### config.mk
export PLATFORM = sky130hd
export DESIGN_NAME = amber128_reset_seq
export DESIGN_NICKNAME = d
export VERILOG_FILES = /design/src/rtl/amber128_reset_pkg.sv /design/src/rtl/amber128_reset_seq.sv
export SDC_FILE = /design/constraint.sdc
export NUM_CORES = 1
export LEC_CHECK = 0
export ABC_CLOCK_PERIOD_IN_PS = 2900
export BUFFER_PORTS_ARGS = -buffer_cell sky130_fd_sc_hd__buf_2
export CAP_MARGIN = 10
export CORE_MARGIN = 10
export CORE_UTILIZATION = 57
export CTS_BUF_LIST = sky130_fd_sc_hd__clkbuf_16
export DETAILED_ROUTE_END_ITERATION = 10
export HOLD_SLACK_MARGIN = 0.08
export PLACE_DENSITY = 0.88
export SYNTH_ARGS = -nofsm -noshare
export SYNTH_HDL_FRONTEND = slang
export SYNTH_SLANG_ARGS = --single-unit
### constraint.sdc
create_clock -name clk_i -period 2.9 [get_ports clk_i]
set_input_delay 0.145 -clock clk_i [delete_from_list [all_inputs] [get_ports clk_i]]
set_output_delay 0.145 -clock clk_i [all_outputs]
set_load 0.03 [all_outputs]
### src/rtl/amber128_reset_pkg.sv
// Shared types and constants for the amber128 reset sequencer.
//   state_e   : sequencer FSM states
//   CAUSE_*   : bit positions within the sticky reset-cause vector
//   CAUSE_W   : width of the reset-cause vector
package amber128_reset_pkg;

  typedef enum logic [1:0] {
    ASSERT,
    RELEASE,
    RUN
  } state_e;

  localparam int unsigned CAUSE_POR = 0;
  localparam int unsigned CAUSE_SW  = 1;
  localparam int unsigned CAUSE_WDT = 2;
  localparam int unsigned CAUSE_PLL = 3;
  localparam int unsigned CAUSE_W   = 4;

endpackage

### src/rtl/amber128_reset_seq.sv
// Central reset generator/sequencer. Merges power-on, software, watchdog and PLL-lock-loss
// reset sources, holds every domain in reset for HOLD_CYCLES quiet cycles, then releases the
// domains one at a time in index order, STEP_CYCLES apart. Records the cause of the last reset.
//
// Ports:
//   clk_i          system clock
//   rst_i          synchronous active-high power-on reset
//   sw_req_i       software reset request (level)
//   wdt_req_i      watchdog reset request (level)
//   pll_locked_i   PLL lock, already synchronous to clk_i
//   cause_clr_i    single-cycle pulse clearing cause_o
//   dom_rst_no     per-domain active-low reset, feeds downstream synchronizers
//   all_released_o high while every domain is out of reset
//   cause_o        sticky cause: [0] POR, [1] SW, [2] WDT, [3] PLL
module amber128_reset_seq
  import amber128_reset_pkg::*;
#(
  parameter int unsigned NUM_DOMAINS = 4,
  parameter int unsigned HOLD_CYCLES = 16,
  parameter int unsigned STEP_CYCLES = 8,
  parameter int unsigned CNT_W       =
    $clog2((HOLD_CYCLES > STEP_CYCLES) ? HOLD_CYCLES : STEP_CYCLES) + 1
) (
  input  logic                   clk_i,
  input  logic                   rst_i,
  input  logic                   sw_req_i,
  input  logic                   wdt_req_i,
  input  logic                   pll_locked_i,
  input  logic                   cause_clr_i,
  output logic [NUM_DOMAINS-1:0] dom_rst_no,
  output logic                   all_released_o,
  output logic [CAUSE_W-1:0]     cause_o
);

  localparam int unsigned CntMax = (HOLD_CYCLES > STEP_CYCLES) ? HOLD_CYCLES : STEP_CYCLES;
  localparam int unsigned IdxW   = (NUM_DOMAINS > 1) ? $clog2(NUM_DOMAINS) : 1;

  if (NUM_DOMAINS < 1) begin : g_chk_dom
    $fatal(1, "amber128_reset_seq: NUM_DOMAINS must be >= 1");
  end
  if (HOLD_CYCLES < 2) begin : g_chk_hold
    $fatal(1, "amber128_reset_seq: HOLD_CYCLES must be >= 2");
  end
  if (STEP_CYCLES < 1) begin : g_chk_step
    $fatal(1, "amber128_reset_seq: STEP_CYCLES must be >= 1");
  end

  state_e                 state_q, state_d;
  logic [CNT_W-1:0]       cnt_q, cnt_d;
  logic [IdxW-1:0]        idx_q, idx_d;
  logic [NUM_DOMAINS-1:0] dom_q, dom_d;
  logic                   all_q, all_d;
  logic [CAUSE_W-1:0]     cause_q, cause_d;
  logic                   req_event;

  assign req_event = sw_req_i | wdt_req_i | ~pll_locked_i;

  always_comb begin
    state_d = state_q;
    cnt_d   = cnt_q;
    idx_d   = idx_q;
    dom_d   = dom_q;
    all_d   = all_q;
    cause_d = cause_q;

    if (req_event) begin
      // Any request restarts the whole sequence and overwrites the cause; it beats a clear.
      state_d              = ASSERT;
      cnt_d                = '0;
      idx_d                = '0;
      dom_d                = '0;
      all_d                = 1'b0;
      cause_d              = '0;
      cause_d[CAUSE_SW]    = sw_req_i;
      cause_d[CAUSE_WDT]   = wdt_req_i;
      cause_d[CAUSE_PLL]   = ~pll_locked_i;
    end else begin
      if (cause_clr_i) begin
        cause_d = '0;
      end
      unique case (state_q)
        ASSERT: begin
          if (cnt_q == CNT_W'(HOLD_CYCLES - 1)) begin
            state_d = RELEASE;
            cnt_d   = '0;
            idx_d   = '0;
            dom_d   = NUM_DOMAINS'(1);
          end else begin
            cnt_d = cnt_q + CNT_W'(1);
          end
        end
        RELEASE: begin
          if (cnt_q == CNT_W'(STEP_CYCLES - 1)) begin
            cnt_d = '0;
            if (idx_q == IdxW'(NUM_DOMAINS - 1)) begin
              state_d = RUN;
              all_d   = 1'b1;
            end else begin
              idx_d = idx_q + IdxW'(1);
              // Released bits always form a thermometer code from bit 0, so extend it by one.
              dom_d = (dom_q << 1) | NUM_DOMAINS'(1);
            end
          end else begin
            cnt_d = cnt_q + CNT_W'(1);
          end
        end
        RUN: begin
        end
        default: begin
          state_d = ASSERT;
          cnt_d   = '0;
          idx_d   = '0;
          dom_d   = '0;
          all_d   = 1'b0;
        end
      endcase
    end
  end

  always_ff @(posedge clk_i) begin
    if (rst_i) begin
      state_q <= ASSERT;
      cnt_q   <= '0;
      idx_q   <= '0;
      dom_q   <= '0;
      all_q   <= 1'b0;
      cause_q <= CAUSE_W'(1) << CAUSE_POR;
    end else begin
      state_q <= state_d;
      cnt_q   <= cnt_d;
      idx_q   <= idx_d;
      dom_q   <= dom_d;
      all_q   <= all_d;
      cause_q <= cause_d;
    end
  end

  assign dom_rst_no     = dom_q;
  assign all_released_o = all_q;
  assign cause_o        = cause_q;

  cnt_bound_a: assert property (@(posedge clk_i) disable iff (rst_i) cnt_q < CNT_W'(CntMax));

endmodule

==> flow_metrics.tcl <==
set metrics [dict create \
    die_h_um 59.31 \
    vias 770 \
    synth_top_family_by_area "compound AO/OA/AOI/OAI gates" \
    synth.distinct_cells 37 \
    max_freq_mhz 521.9 \
    mostFrequentLayoutCells "dfxtp_1, buf_2, nand2_1" \
    yosys.area.top_type "dfxtp_1" \
    synth-seq-cells 18 \
    setup_violations 0 \
    crit_type "reg2reg" \
    initial_core_util 0.5916 \
    mostFrequentLayoutCell "dfxtp_1" \
    ant_nets 0 \
    crit_arrival_ns 2.11 \
    grt_max_degree 20 \
    maxSlewViolCount 0 \
    holdBufCountCts 0 \
    worst-path-max-fanout 5 \
    ys.flop_type "dfxtp_1" \
    critPathTopFamily "compound AO/OA/AOI/OAI gates" \
    drc 0 \
    cts_buffers 3 \
    rsz0062_at_grt "false" \
    fin_ws_ns 0.9838 \
    synth-edff-count 0 \
    grt_pass1_wl_mm 3.201 \
    fin_crit_ns 1.916 \
    dp_hpwl_mm 1.359 \
    critPathBufInv 1 \
    p_leak_nw 0.4099 \
    cts_setup_buffers 0 \
    hold_violations 0 \
    clk_latency_ns 0.25 \
    syn-cell-area_um2 880.8 \
    slew_headroom 0.3246 \
    cts_tree "built" \
    synthCells 98 \
    syn_area_per_cell_um2 8.988 \
    first_pass_iters 4 \
    synthesis.nets 108 \
    nFillCells 114 \
    tns_ns 0 \
    grt.total_usage 0.1140 \
    dp_slack_ns 0.9795 \
    syn2layout_area_growth_pct 16.76 \
    clock_sinks 18 \
    ys_warn_count 0 \
    fp.dieW_um 59.31 \
    period_share 0.6608 \
    grt_pass1_vias 721 \
    synth_adder_area_share 0.05682 \
    portBuffers 14 \
    outcome "completed" \
    synth_top_area_frac 0.4091 \
    cts_resized 0 \
    synth_mux_area_frac 0.01136 \
    p_per_area_nw_per_um2 531.3 \
    clock_path_buffers 2 \
    antenna_cells 0 \
    crit_slowest_cell "a2111oi_0" \
    fin_nets 121 \
    die_area_um2 3518 \
    crit_path_cell_trace "ha_1 > and2_1 > nand2_1 > inv_1 > ha_1 > nor2b_1 > a2111oi_0 > o21a_1" \
    drv_cap 0 \
    root_buffer "clkbuf_16" \
    yosys.area_share.simple 0.2273 \
    max_stage_delay_ns 0.43 \
    drive_gt1_frac 0.2018 \
    cpMostUsedCell "ha_1" \
    path_clk_slew_ns 0.05 \
    grt-ovfl-total 0 \
    synth.yosys.seq_area_share 0.4091 \
    worstMarginPinSlew_ns 1.010 \
    antenna_found_initial 0 \
    htree_levels 1 \
    routabilityCongestion 0.8120 \
    crit_required_ns 3.09 \
    yosys-top-cells-area "dfxtp_1, ha_1, nand2_1, nor2b_1, o22ai_1" \
    synth_compound_gate_area_share 0.2330 \
    peakVddDrop_mv 0.3723 \
    start_kind "register" \
    async_reset_ff_frac 0 \
    wl_mm 1.883 \
    crit_path_end_kind "register" \
    design.core.area_um2 1489 \
    first_iter_violations 8 \
    rows 14 \
    synthXorXnorAreaFrac 0.009943 \
    via_per_inst 6.160 \
    fin_skew_ns 0.002854 \
    pin_count 15 \
    hp-class "in2reg" \
    routedWlPerCell_um 15.06 \
]
power breakdown:
part | leakage, nW | internal [mW] | switching (mW)
registers | 0.146 | 0.252 | 0.00181
clock network | 0.0370 | 0.181 | 0.0860
logic | 0.227 | 0.00928 | 0.0168
total | 0.410 | 0.442 | 0.105
per-layer routing:
metal	wire length [um]	share of wire	up-vias	global-route usage
met1	820	0.44	361	0.1284
met4	38	0.020	0	0.06557
met5	0	0	-	0
li1	-	-	381	-
met2	861	0.46	23	0.1768
met3	163	0.087	5	0.04506
worst paths after layout:
path | slack [ns] | end | start | depth (start not counted)
setup / recovery | 0.98 | cnt_q[1]$_SDFFE_PP0N_ | cnt_q[0]$_SDFFE_PP0N_ | 8
hold / removal | 0.12 | cause_o[3]$_SDFFE_PP0P_ | pll_locked_i | 2
setup reg to reg | 0.98 | cnt_q[1]$_SDFFE_PP0N_ | cnt_q[0]$_SDFFE_PP0N_ | 8
hold reg to reg | 0.47 | dom_rst_no[3]$_SDFFE_PP0P_ | dom_rst_no[3]$_SDFFE_PP0P_ | 2
metrics by stage:
stage	instance area [um2]	power (mW)	std cells	hold WS [ns]	util
detailed placement	953.4	0.2847	122	0.3804	0.6403
finish	1028	0.5465	125	0.1215	0.6908
global route	1028	0.5587	125	0.1466	0.6908
global placement	953.4	0.2835	122	0.3697	0.6403
floorplan	880.8	0.2734	98	0.2141	-
CTS	1028	0.5506	125	0.1228	0.6908
Yosys cell counts (all sizes together), types with 2 or more instances:
| master | number |
|---|---|
| dfxtp | 18 |
| nand2 | 9 |
| nor2 | 6 |
| buf | 5 |
| nor2b | 5 |
| o22ai | 5 |
| a31oi | 4 |
| ha | 4 |
| inv | 4 |
| nand2b | 3 |
| nand3b | 3 |
| a211oi | 2 |
| a21oi | 2 |
| and2 | 2 |
| clkbuf | 2 |
| nand3 | 2 |
| o21a | 2 |
| o21bai | 2 |
logic make-up after synthesis:
group,Yosys count
and+or+nand+nor,36
DFF,18
AOI/OAI and AO/OA,27
muxes,1
adders and majority gates,4
xor gates and xnor gates,1
buffers and inverters,11
worst reg2reg max path: stages, from the launching register on:
cell and delay (ns):
dfxtp_1 0.34, ha_1 0.24, and2_1 0.18, nand2_1 0.09, inv_1 0.05, ha_1 0.22
nor2b_1 0.17, a2111oi_0 0.43, o21a_1 0.16
final cells by class:
class	count	area [um2]	area share
multi-input combinational	69	480.5	0.4672
inverter	4	15.01	0.01460
tap	16	20.02	0.01946
timing repair buffer	15	77.57	0.07543
clock buffer	3	75.07	0.07299
sequential	18	360.3	0.3504
registers in the layout, summed over array words and instances (netlist names):
signal	cells
dom_rst_no	4
state_q	2
idx_q	2
cause_o	4
cnt_q	5
all_released_o	1
No activity file was read; power rests on OpenSTA's default activity.
